[src/rtl/econet_handshake_ctrl.sv]
`default_nettype none
// ============================================================================
// Module  : econet_handshake_ctrl
// Brief   : Econet four-way handshake receiver (scout/ACK/data/ACK) controller
// Revision: 1.0
// ============================================================================
module econet_handshake_ctrl #(
    parameter logic [15:0] TIMEOUT_US = 16'd2000
) (
    input  logic        sys_clk,
    input  logic        reset,
    input  logic        enable,
    input  logic        tick_us,
    input  logic        frame_valid,
    input  logic [8:0]  frame_len,
    input  logic [15:0] frame_dst,
    input  logic [15:0] frame_src,
    input  logic [7:0]  scout_ctrl,
    input  logic [7:0]  scout_port,
    input  logic [7:0]  listen_port,
    input  logic        tx_done,
    input  logic        cpu_ack,
    output logic        frame_consume,
    output logic        tx_req,
    output logic [15:0] tx_dst,
    output logic        data_ready,
    output logic [15:0] rx_src,
    output logic [7:0]  rx_ctrl,
    output logic [7:0]  rx_port,
    output logic        timeout_err,
    output logic [2:0]  state
);

    typedef enum logic [2:0] {
        IDLE      = 3'd0,
        ACK_SCOUT = 3'd1,
        WAIT_DATA = 3'd2,
        DATA_ACK  = 3'd3,
        DONE      = 3'd4
    } state_t;

    state_t      state_q, state_d;
    logic [2:0]  sync_q;
    logic [15:0] timer_q, timer_d;
    logic        consume_q, tx_req_q, data_ready_q, timeout_q, timeout_d;
    logic        latch_d;
    logic [15:0] rx_src_q;
    logic [7:0]  rx_ctrl_q, rx_port_q;

    // sync_q[1] is the synchronized level, sync_q[2] its previous value
    logic w_frame_evt;
    logic w_scout_ok;
    logic w_data_ok;

    assign w_frame_evt = sync_q[1] & ~sync_q[2];
    assign w_scout_ok  = enable && (frame_len == 9'd6) && (frame_dst != 16'hFFFF) &&
                         ((listen_port == 8'h00) || (scout_port == listen_port));
    assign w_data_ok   = (frame_src == rx_src_q) && (frame_len >= 9'd4);

    always_comb begin
        state_d   = state_q;
        timer_d   = timer_q;
        timeout_d = 1'b0;
        latch_d   = 1'b0;
        if (!enable) begin
            state_d = IDLE;
        end else begin
            case (state_q)
                IDLE: begin
                    if (w_frame_evt && w_scout_ok) begin
                        state_d = ACK_SCOUT;
                        latch_d = 1'b1;
                    end
                end
                ACK_SCOUT: begin
                    if (tx_done) begin
                        state_d = WAIT_DATA;
                        timer_d = 16'd0;
                    end
                end
                WAIT_DATA: begin
                    // A matching frame takes priority over an expiring timer
                    if (w_frame_evt && w_data_ok) begin
                        state_d = DATA_ACK;
                    end else if (timer_q >= TIMEOUT_US) begin
                        state_d   = IDLE;
                        timeout_d = 1'b1;
                    end else if (tick_us && (timer_q != 16'hFFFF)) begin
                        timer_d = timer_q + 16'd1;
                    end
                end
                DATA_ACK: begin
                    if (tx_done) state_d = DONE;
                end
                DONE: begin
                    if (cpu_ack) state_d = IDLE;
                end
                default: state_d = IDLE;
            endcase
        end
    end

    always_ff @(posedge sys_clk or posedge reset) begin
        if (reset) begin
            state_q      <= IDLE;
            sync_q       <= 3'b000;
            timer_q      <= 16'd0;
            consume_q    <= 1'b0;
            tx_req_q     <= 1'b0;
            data_ready_q <= 1'b0;
            timeout_q    <= 1'b0;
            rx_src_q     <= 16'd0;
            rx_ctrl_q    <= 8'd0;
            rx_port_q    <= 8'd0;
        end else begin
            sync_q       <= {sync_q[1:0], frame_valid};
            consume_q    <= w_frame_evt;
            state_q      <= state_d;
            timer_q      <= timer_d;
            timeout_q    <= timeout_d;
            tx_req_q     <= (state_d == ACK_SCOUT) || (state_d == DATA_ACK);
            data_ready_q <= (state_d == DONE);
            if (latch_d) begin
                rx_src_q  <= frame_src;
                rx_ctrl_q <= scout_ctrl;
                rx_port_q <= scout_port;
            end
        end
    end

    assign frame_consume = consume_q;
    assign tx_req        = tx_req_q;
    assign tx_dst        = rx_src_q;
    assign data_ready    = data_ready_q;
    assign timeout_err   = timeout_q;
    assign rx_src        = rx_src_q;
    assign rx_ctrl       = rx_ctrl_q;
    assign rx_port       = rx_port_q;
    assign state         = state_q;

endmodule
`default_nettype wire

[config.mk]
export PLATFORM = sky130hd
export DESIGN_NAME = econet_handshake_ctrl
export DESIGN_NICKNAME = d
export VERILOG_FILES = /design/src/rtl/econet_handshake_ctrl.sv
export SDC_FILE = /design/constraint.sdc
export NUM_CORES = 1
export LEC_CHECK = 0
export ABC_AREA = 1
export BUFFER_PORTS_ARGS = -buffer_cell sky130_fd_sc_hd__buf_2
export CORE_AREA = 2 2 83 85
export CTS_BUF_LIST = sky130_fd_sc_hd__clkbuf_4
export CTS_CLUSTER_SIZE = 8
export DETAILED_ROUTE_END_ITERATION = 8
export DIE_AREA = 0 0 85 87
export GPL_ROUTABILITY_DRIVEN = 0
export HOLD_SLACK_MARGIN = 0.05
export PLACE_DENSITY = 0.8
export RECOVER_POWER = 100
export SLEW_MARGIN = 5
export SYNTH_ARGS = -nofsm -noshare
export SYNTH_HDL_FRONTEND = slang
export SYNTH_SLANG_ARGS = --single-unit
export TNS_END_PERCENT = 50
[constraint.sdc]
create_clock -name sys_clk -period 2.3 [get_ports sys_clk]
set_input_delay 0.345 -clock sys_clk [delete_from_list [all_inputs] [get_ports sys_clk]]
set_output_delay 0.345 -clock sys_clk [all_outputs]
set_load 0.01 [all_outputs]
After elaboration in Yosys (flattened, before gate mapping)

Index checks and enable logic that the tools add are counted.

Register bits: 58
Input port bits: 72
Output and inout port bits: 55
Word-level logic and storage cells: 64

Add/sub/neg operators: 1
Magnitude comparators: 2
Equal/unequal tests: 16
Muxes and demuxes: 20
Bitwise gates (word level): 2
Reduce and logical (&&, ||, !) cells: 13

Operators with widths:

| kind                  | count |
|---|---|
| $mux 16               | 4 |
| $ne 16x16->1 const B  | 2 |
| $pmux 16 s2           | 1 |
| $mux 3                | 7 |
| $add 16x1->16 const B | 1 |
| $eq 16x16->1          | 1 |
| $ge 16x11->1 const B  | 1 |
| $pmux 3 s5            | 1 |
| $eq 3x2->1 const B    | 3 |
| $eq 9x3->1 const B    | 1 |
| $ge 9x3->1 const B    | 1 |
| $eq 8x8->1            | 1 |
| $logic_not 8->1       | 1 |
| $ne 2x2->1 const B    | 4 |
| $logic_and 1x1->1     | 7 |
| $mux 1                | 7 |
| $eq 3x1->1 const B    | 2 |
| $eq 3x3->1 const B    | 2 |
| $reduce_and 6->1      | 1 |
| $logic_not 3->1       | 1 |
| $logic_or 1x1->1      | 2 |
| $reduce_bool 2->1     | 1 |
| $and 1x1->1           | 1 |
| $not 1->1             | 1 |

Logic depth before layout (Yosys ltp)

Gate-level depths: netlist (run 1).

Word-level depth: 10
Depth in mapped cells: 11
Depth with buffers taken out: 10

Worst setup path after synthesis (run 1)

Ideal clock, no wire load.

Path type: register -> register
Start point: register timer_q[0]
End point: register timer_q[0]
Library setup time: 0.117 ns
Arrival time: 1.498 ns
Required time: 2.183 ns
Path slack: 0.685 ns
Stages on the path, launching flop included: 11
Path buffers: 1
Period minus slack after synthesis: 1.615 ns
Cells stage by stage: dfrtp_1 -> ha_1 -> inv_1 -> nor2_2 -> nand2_1 -> o21ai_2 -> a21oi_2 -> nand3_4 -> buf_6 -> nand2_1 -> nand2_1

Cells in the longest elaborated chain, start to end: 5
Elaborated cells on any way between the ends: 11
Classes of those cells: add/sub (1); order compare (1); eq/ne (3); mux (4); reduce/logical (2)

Ends and longest elaborated chain:

| what                   | line | text |
|---|---|---|
| start, declared        | 44   | `logic [15:0] timer_q, timer_d;` |
| start signal, assigned | 119  | `timer_q <= timer_d;` |
| $add 16x1->16          | 89   | `timer_d = timer_q + 16'd1;` |
| $mux 16                | 88   | `end else if (tick_us && (timer_q != 16'hFFFF)) begin` |
| $mux 16                | 85   | `end else if (timer_q >= TIMEOUT_US) begin` |
| $mux 16                | 83   | `if (w_frame_evt && w_data_ok) begin` |
| $pmux 16 s2            | 68   | `case (state_q)` |

Parallel ways exist; a longest one is shown, timed or not. The select of a mux whose other input is x is not followed.
A chain may end at the register's enable or synchronous reset.

Worst setup path after layout (run 1)

Start point: register state_q[2] (netlist: state[2])
End point: register rx_src_q[1] (netlist: rx_src[1])

Cells in the longest elaborated chain, start to end: 3

Ends and longest elaborated chain:

| what                   | line | text |
|---|---|---|
| start, declared        | 42   | `state_t state_q, state_d;` |
| start signal, assigned | 118  | `state_q <= state_d;` |
| $logic_not 3->1        | 68   |  |
| $mux 1                 | 68   |  |
| $mux 1                 | 65   | `if (!enable) begin` |
| end signal, assigned   | 124  | `rx_src_q <= frame_src;` |
| end, declared          | 47   | `logic [15:0] rx_src_q;` |

Every way passes these cells.

==> results.toml, run 1 <==
[pwr]
ir_drop_mv = 0.332
p_leak_nw = 2.04
power_density_nw_per_um2 = 514

[global_route]
grt_max_degree = 42
gr-total-overflow = 0
grt_use_total = 0.216
antenna_found_initial = 0
grt_pass1_wl_mm = 12.8
grt_pass1_vias = 3025

[placed_design]
dp_slack_ns = 0.492
dp_hpwl_mm = 5.89
port_buffers = 126
dp_cells = 620

[setup_path]
start_kind = "register"
critPathCaptureType = "register"
critical_path.max_fanout = 41
required_ns = 2.62
worstSetupStartpoint = "state[2]$_DFF_PP0_"
path_class = "register to register"
cp.arrival_ns = 2.26
reg2regPathDepth = 8
r2r-start = "state[2]$_DFF_PP0_"

[synthesis]
yosys.area.top_type_share = 0.445
syn_nets = 510
syn_inst = 436
syn-cell-area_um2 = 3260
synth_seq_cells = 58
yosys-top-cells-count = "nand2_1, dfrtp_1, inv_1, nor2_1, nand3_1"
synth_edf_count = 0
postSynth.asyncResetShare = 1.00
synth_most_common_cell = "nand2_1"
synth_top_area_cell = "dfrtp_1"
yosysWarnings = 0
avgSynthCellArea_um2 = 7.48
synthTopCellsByArea = "dfrtp_1, nand2_1, inv_1"
yosys.cell_types.count = 33
ys.flop_type = "dfrtp_1"
seq_area_frac_synth = 0.445

[die]
core-area_um2 = 6570
die_area_um2 = 7400
num_rows = 30
die_h_um = 87
io-pin-count = 127
die_w_um = 85
floorplan.initialDensity = 0.496

[worst_hold_path]
worstHoldPathType = "input port to register"
hp-start = "scout_ctrl[2]"
hold_path_depth = 3

[sta]
fin_ws_ns = 0.362
hold_slack_ns = 0.162
worst_pin_slew_ns = 1.03
period_share = 0.843
hold_viol_final = 0
slew_viol_final = 0
fmax_mhz = 516
setup_tns_ns = 0
slew_headroom = 0.309
finalSetupViolations = 0
rsz0062_at_grt = "no"
fin_skew_ns = 0.0143
fin_crit_ns = 1.94

[route]
via_per_inst = 4.97
drc_errors = 0
ant_nets = 0
routed_wl_mm = 7.72
wire_per_inst_um = 12.1
dr_total_vias = 3173
drt_iter0_markers = 202
dr.pass1.iters = 4

[finish]
syn2layout_area_growth_pct = 21.6
diodes = 0
final_core_utilization = 0.604
layout.cells.non_filler = 638
fin_nets = 627
drive_above_1_share = 0.197
fillCellCount = 632

[cts]
cts.sinks = 58
clk_latency_ns = 0.41
cts_buffers = 9
cts_hold_buf = 2
cts_setup_buffers = 0
cts.clk_slew.worst_paths_ns = 0.11
tritoncts = "built"
clock_tree.buffer_depth = 2
cts-root-buf = "clkbuf_4"
cts_resized = 0
htree_levels = 3

[outcome]
outcome = "complete, no violations"

[run]
maxCapViolCount = 0
## cell type report
class	instances	area, um2	share of cell area
Inverter	50	188	0.0473
Sequential cell	58	1450	0.366
Clock buffer	9	67.6	0.0170
Multi-Input combinational cell	300	1410	0.354
Tap cell	80	100	0.0252
Clock inverter	7	103	0.0259
Timing Repair Buffer	134	652	0.164
## cells by family (layout without fill, tap and decap cells)
| group | count (synthesis) | in the layout | synth area share |
|---|---|---|---|
| compound gates | 31 | 31 | 0.0537 |
| xor+xnor | 11 | 11 | 0.0295 |
| fa+ha+maj | 2 | 2 | 0.00767 |
| buf+inv | 78 | 200 | 0.117 |
| flops | 58 | 58 | 0.445 |
| simple gates | 256 | 256 | 0.347 |
## per-layer routing
| layer | track usage | up-vias | routed length [um] |
|---|---|---|---|
| met2 | 0.359 | 106 | 3770 |
| met3 | 0.0455 | 8 | 501 |
| met4 | 0.114 | 0 | 85 |
| met5 | 0 | - | 0 |
| li1 | - | 1589 | - |
| met1 | 0.265 | 1470 | 3360 |
## placed cells by master (no fill, tap or decap), types with 6 or more instances in the layout
master,instances
xnor2_1,8
inv_1,42
clkbuf_4,9
nand3_1,27
nor2_1,41
nand2_1,149
dfrtp_1,58
buf_2,71
o21ai_0,20
clkbuf_1,55
nand4_1,19
inv_2,6
## registers in the layout, summed over array words and instances (netlist names)
signal and flops:
tx_req 1, frame_consume 1, rx_src 16, data_ready 1, rx_ctrl 8, sync_q 3, timer_q 16, timeout_err 1
state 3, rx_port 8
## worst max-delay path, stage by stage, from the launching register on
cell and delay [ns]:
dfrtp_1 0.43, inv_2 0.10, nand2_1 0.07, nor3_1 0.21
nand3_1 0.18, a21oi_4 0.14, nand2_1 0.26, buf_12 0.27
o21ai_0 0.19
## where the power goes
group	switching, W	leakage [nW]	internal, W
clock	0.000412	0.0867	0.000449
sequential	0.00000133	0.803	0.00102
combinational	0.0000809	1.15	0.0000716
total	0.000495	2.04	0.00154
## worst paths after layout
| check | end | slack [ns] |
|---|---|---|
| max | rx_src[1]$_DFFE_PP0P_ | 0.36 |
| min | rx_ctrl[2]$_DFFE_PP0P_ | 0.16 |
| min in group asynchronous | rx_ctrl[7]$_DFFE_PP0P_ | 0.71 |
| max reg2reg | rx_src[1]$_DFFE_PP0P_ | 0.36 |
| min reg2reg | sync_q[1]$_DFF_PP0_ | 0.36 |
| max in group asynchronous | timer_q[5]$_DFFE_PP0P_ | 0.86 |
## stage by stage
| stage | total power (W) | instance area (um2) |
|---|---|---|
| floorplan | 0.00111 | 3260 |
| global placement | 0.00119 | 3870 |
| detailed placement | 0.00120 | 3870 |
| CTS | 0.00207 | 4060 |
| global route | 0.00212 | 3970 |
| finish | 0.00204 | 3970 |
Power figures use the tool's default switching activity.
==> run 2: changes to the inputs <==
--- a/config.mk
+++ b/config.mk
@@ -5,16 +5,16 @@
 export SDC_FILE = /design/constraint.sdc
 export NUM_CORES = 1
 export LEC_CHECK = 0
-export ABC_AREA = 1
+export ABC_AREA = 0
 export BUFFER_PORTS_ARGS = -buffer_cell sky130_fd_sc_hd__buf_2
-export CORE_AREA = 2 2 83 85
+export CORE_AREA = 2 2 86 88
 export CTS_BUF_LIST = sky130_fd_sc_hd__clkbuf_4
 export CTS_CLUSTER_SIZE = 8
 export DETAILED_ROUTE_END_ITERATION = 8
-export DIE_AREA = 0 0 85 87
+export DIE_AREA = 0 0 88 90
 export GPL_ROUTABILITY_DRIVEN = 0
 export HOLD_SLACK_MARGIN = 0.05
-export PLACE_DENSITY = 0.8
+export PLACE_DENSITY = 0.75
 export RECOVER_POWER = 100
 export SLEW_MARGIN = 5
 export SYNTH_ARGS = -nofsm -noshare
==> constraint.sdc (replaced) <==
create_clock -name sys_clk -period 1.7 [get_ports sys_clk]
set_input_delay 0.255 -clock sys_clk [delete_from_list [all_inputs] [get_ports sys_clk]]
set_output_delay 0.255 -clock sys_clk [all_outputs]
set_load 0.01 [all_outputs]
==> results.toml, run 2 <==
[finish]
final_common_cell = "buf_2"
stdcell_area_um2 = 4540
drive_above_1_share = 0.559
fillCellCount = 576
fin_nets = 527
diodes = 0
final_core_utilization = 0.646
final_cell_mix = "buf_2, buf_4, dfrtp_1"
syn2layout_area_growth_pct = 47.7
layout.cells.non_filler = 557

[sta]
fmax_mhz = 453
rsz0062_at_grt = "yes"
fin_crit_ns = 2.21
finalSetupViolations = 48
hold_slack_ns = 0.0730
hold_viol_final = 0
period_share = 1.30
slew_headroom = 0.327
worst_pin_slew_ns = 1.01
fin_ws_ns = -0.505
fin_skew_ns = 0.0187
slew_viol_final = 0

[route]
ant_nets = 0
dr_total_vias = 2704
routed_wl_mm = 8.12
dr.pass1.iters = 4
drc_errors = 0
via_per_inst = 4.85
wire_per_inst_um = 14.6
drt_iter0_markers = 58

[synthesis]
ys.flop_type = "dfrtp_1"
postSynth.asyncResetShare = 1.00
synth_top_area_cell = "dfrtp_1"
syn_inst = 257
synth_seq_cells = 58
synth_edf_count = 0
synthTopCellsByArea = "dfrtp_1, mux2_4, xnor2_1"
yosysWarnings = 0
syn_nets = 331
seq_area_frac_synth = 0.473
syn-cell-area_um2 = 3070
synth_most_common_cell = "dfrtp_1"
yosys.area.top_type_share = 0.473
yosys.cell_types.count = 42
yosys-top-cells-count = "dfrtp_1, mux2_4, buf_4, xnor2_1, nand2_1"
avgSynthCellArea_um2 = 12.0

[cts]
clock_tree.buffer_depth = 2
cts.sinks = 58
htree_levels = 3
cts_buffers = 9
cts-root-buf = "clkbuf_4"
tritoncts = "built"
cts.clk_slew.worst_paths_ns = 0.12
clk_latency_ns = 0.41

[global_route]
grt_pass1_vias = 2778
gr-total-overflow = 0
grt_pass1_wl_mm = 13.1
antenna_found_initial = 0
grt_use_total = 0.213
grt_max_degree = 41

[setup_path]
start_kind = "register"
required_ns = 1.99
cp.arrival_ns = 2.50
path_class = "register to register"
critical_path.max_fanout = 12
critPathCaptureType = "register"

[pwr]
p_leak_nw = 2.32
power_density_nw_per_um2 = 575
ir_drop_mv = 0.351

[die]
die_h_um = 90
core-area_um2 = 7020
die_area_um2 = 7920
die_w_um = 88
io-pin-count = 127
floorplan.initialDensity = 0.438
num_rows = 31

[outcome]
violations = "negative setup slack"
outcome = "complete, but fails checks"

[placed_design]
postPlaceCellArea_um2 = 4200
port_buffers = 126
dp_hpwl_mm = 6.23
dp_cells = 532
dp_slack_ns = -0.669

[worst_hold_path]
worstHoldPathType = "input port to register"

[run]
maxCapViolCount = 0
==> run 2: changes by cell type in the layout (fill, tap and decap cells not counted), moves of 28 or more <==
cell | before | now
mux2_4 | 0 | 28
inv_1 | 42 | 7
nand2_1 | 149 | 12
buf_2 | 71 | 104
nor2_1 | 41 | 5
buf_4 | 4 | 65
clkbuf_1 | 55 | 25
==> run 2: final timing paths <==
check / depth (start not counted) / slack [ns] / start / endpoint
worst max-delay path: 7 / -0.51 / state[2]$_DFF_PP0_ / rx_port[7]$_DFFE_PP0P_
worst min-delay path: 2 / 0.07 / scout_ctrl[6] / rx_ctrl[6]$_DFFE_PP0P_
worst max register to register: 7 / -0.51 / state[2]$_DFF_PP0_ / rx_port[7]$_DFFE_PP0P_
worst min register to register: 0 / 0.37 / sync_q[0]$_DFF_PP0_ / sync_q[1]$_DFF_PP0_
max in group asynchronous: 4 / 0.30 / reset / state[0]$_DFF_PP0_
min in group asynchronous: 4 / 0.64 / reset / rx_ctrl[0]$_DFFE_PP0P_
==> run 2: cell type report <==
class	instances	area (um2)	share of cell area
Clock buffer	9	67.6	0.0149
Clock inverter	7	70.1	0.0154
Inverter	8	30.0	0.00662
Multi-Input combinational cell	167	1510	0.334
Sequential cell	58	1450	0.321
Tap cell	99	124	0.0273
Timing Repair Buffer	209	1280	0.282
==> run 2: cell families (layout without fill, tap and decap cells) <==
group / Yosys count / count (layout) / synth area share
muxes: 34 / 34 / 0.158
DFF: 58 / 58 / 0.473
xor gates and xnor gates: 24 / 24 / 0.0684
buffers and inverters: 32 / 233 / 0.0790
and+or+nand+nor: 72 / 72 / 0.138
AOI/OAI and AO/OA: 35 / 35 / 0.0758
adders and majority gates: 2 / 2 / 0.00815
==> run 2: repair_timing <==
item,in CTS,in global routing
resized for setup,15,25
setup endpoints to repair,49,52
pin swaps,10,7
buffers inserted,1,0
hold endpoints to repair,65,0
hold buffers,8,0
==> run 2: power by group <==
part	switching, W	internal [W]	leakage, nW	total (W)
combinational	0.000103	0.000123	1.46	0.000226
clock	0.000552	0.000445	0.0757	0.000997
sequential	0.00000158	0.00138	0.789	0.00139
total	0.000657	0.00195	2.32	0.00261
==> run 2: through the flow <==
step | setup TNS [ns] | power [W]
global placement | -26.64 | 0.00162
detailed placement | -27.58 | 0.00163
CTS | -21.30 | 0.00264
global route | -25.26 | 0.00272
floorplan | -14.05 | 0.00148
finish | -21.65 | 0.00261
==> run 2: worst max-delay path: stages (launching register included) <==
cell and delay, ns:
dfrtp_2 0.43, nand2b_4 0.16, nor4b_4 0.28, buf_4 0.16, nand4b_1 0.09, or4_4 0.49
buf_12 0.18, mux2_4 0.30
==> run 2: layer usage <==
metal  routed length [um]  up-vias  global-route usage  share of wire
li1                     -     1309                   -              -
met1                 3340     1291               0.274           0.41
met2                 4200       98               0.342           0.52
met3                  512        6              0.0689          0.063
met4                   74        0              0.0603         0.0091
met5                    0        -                   0              0
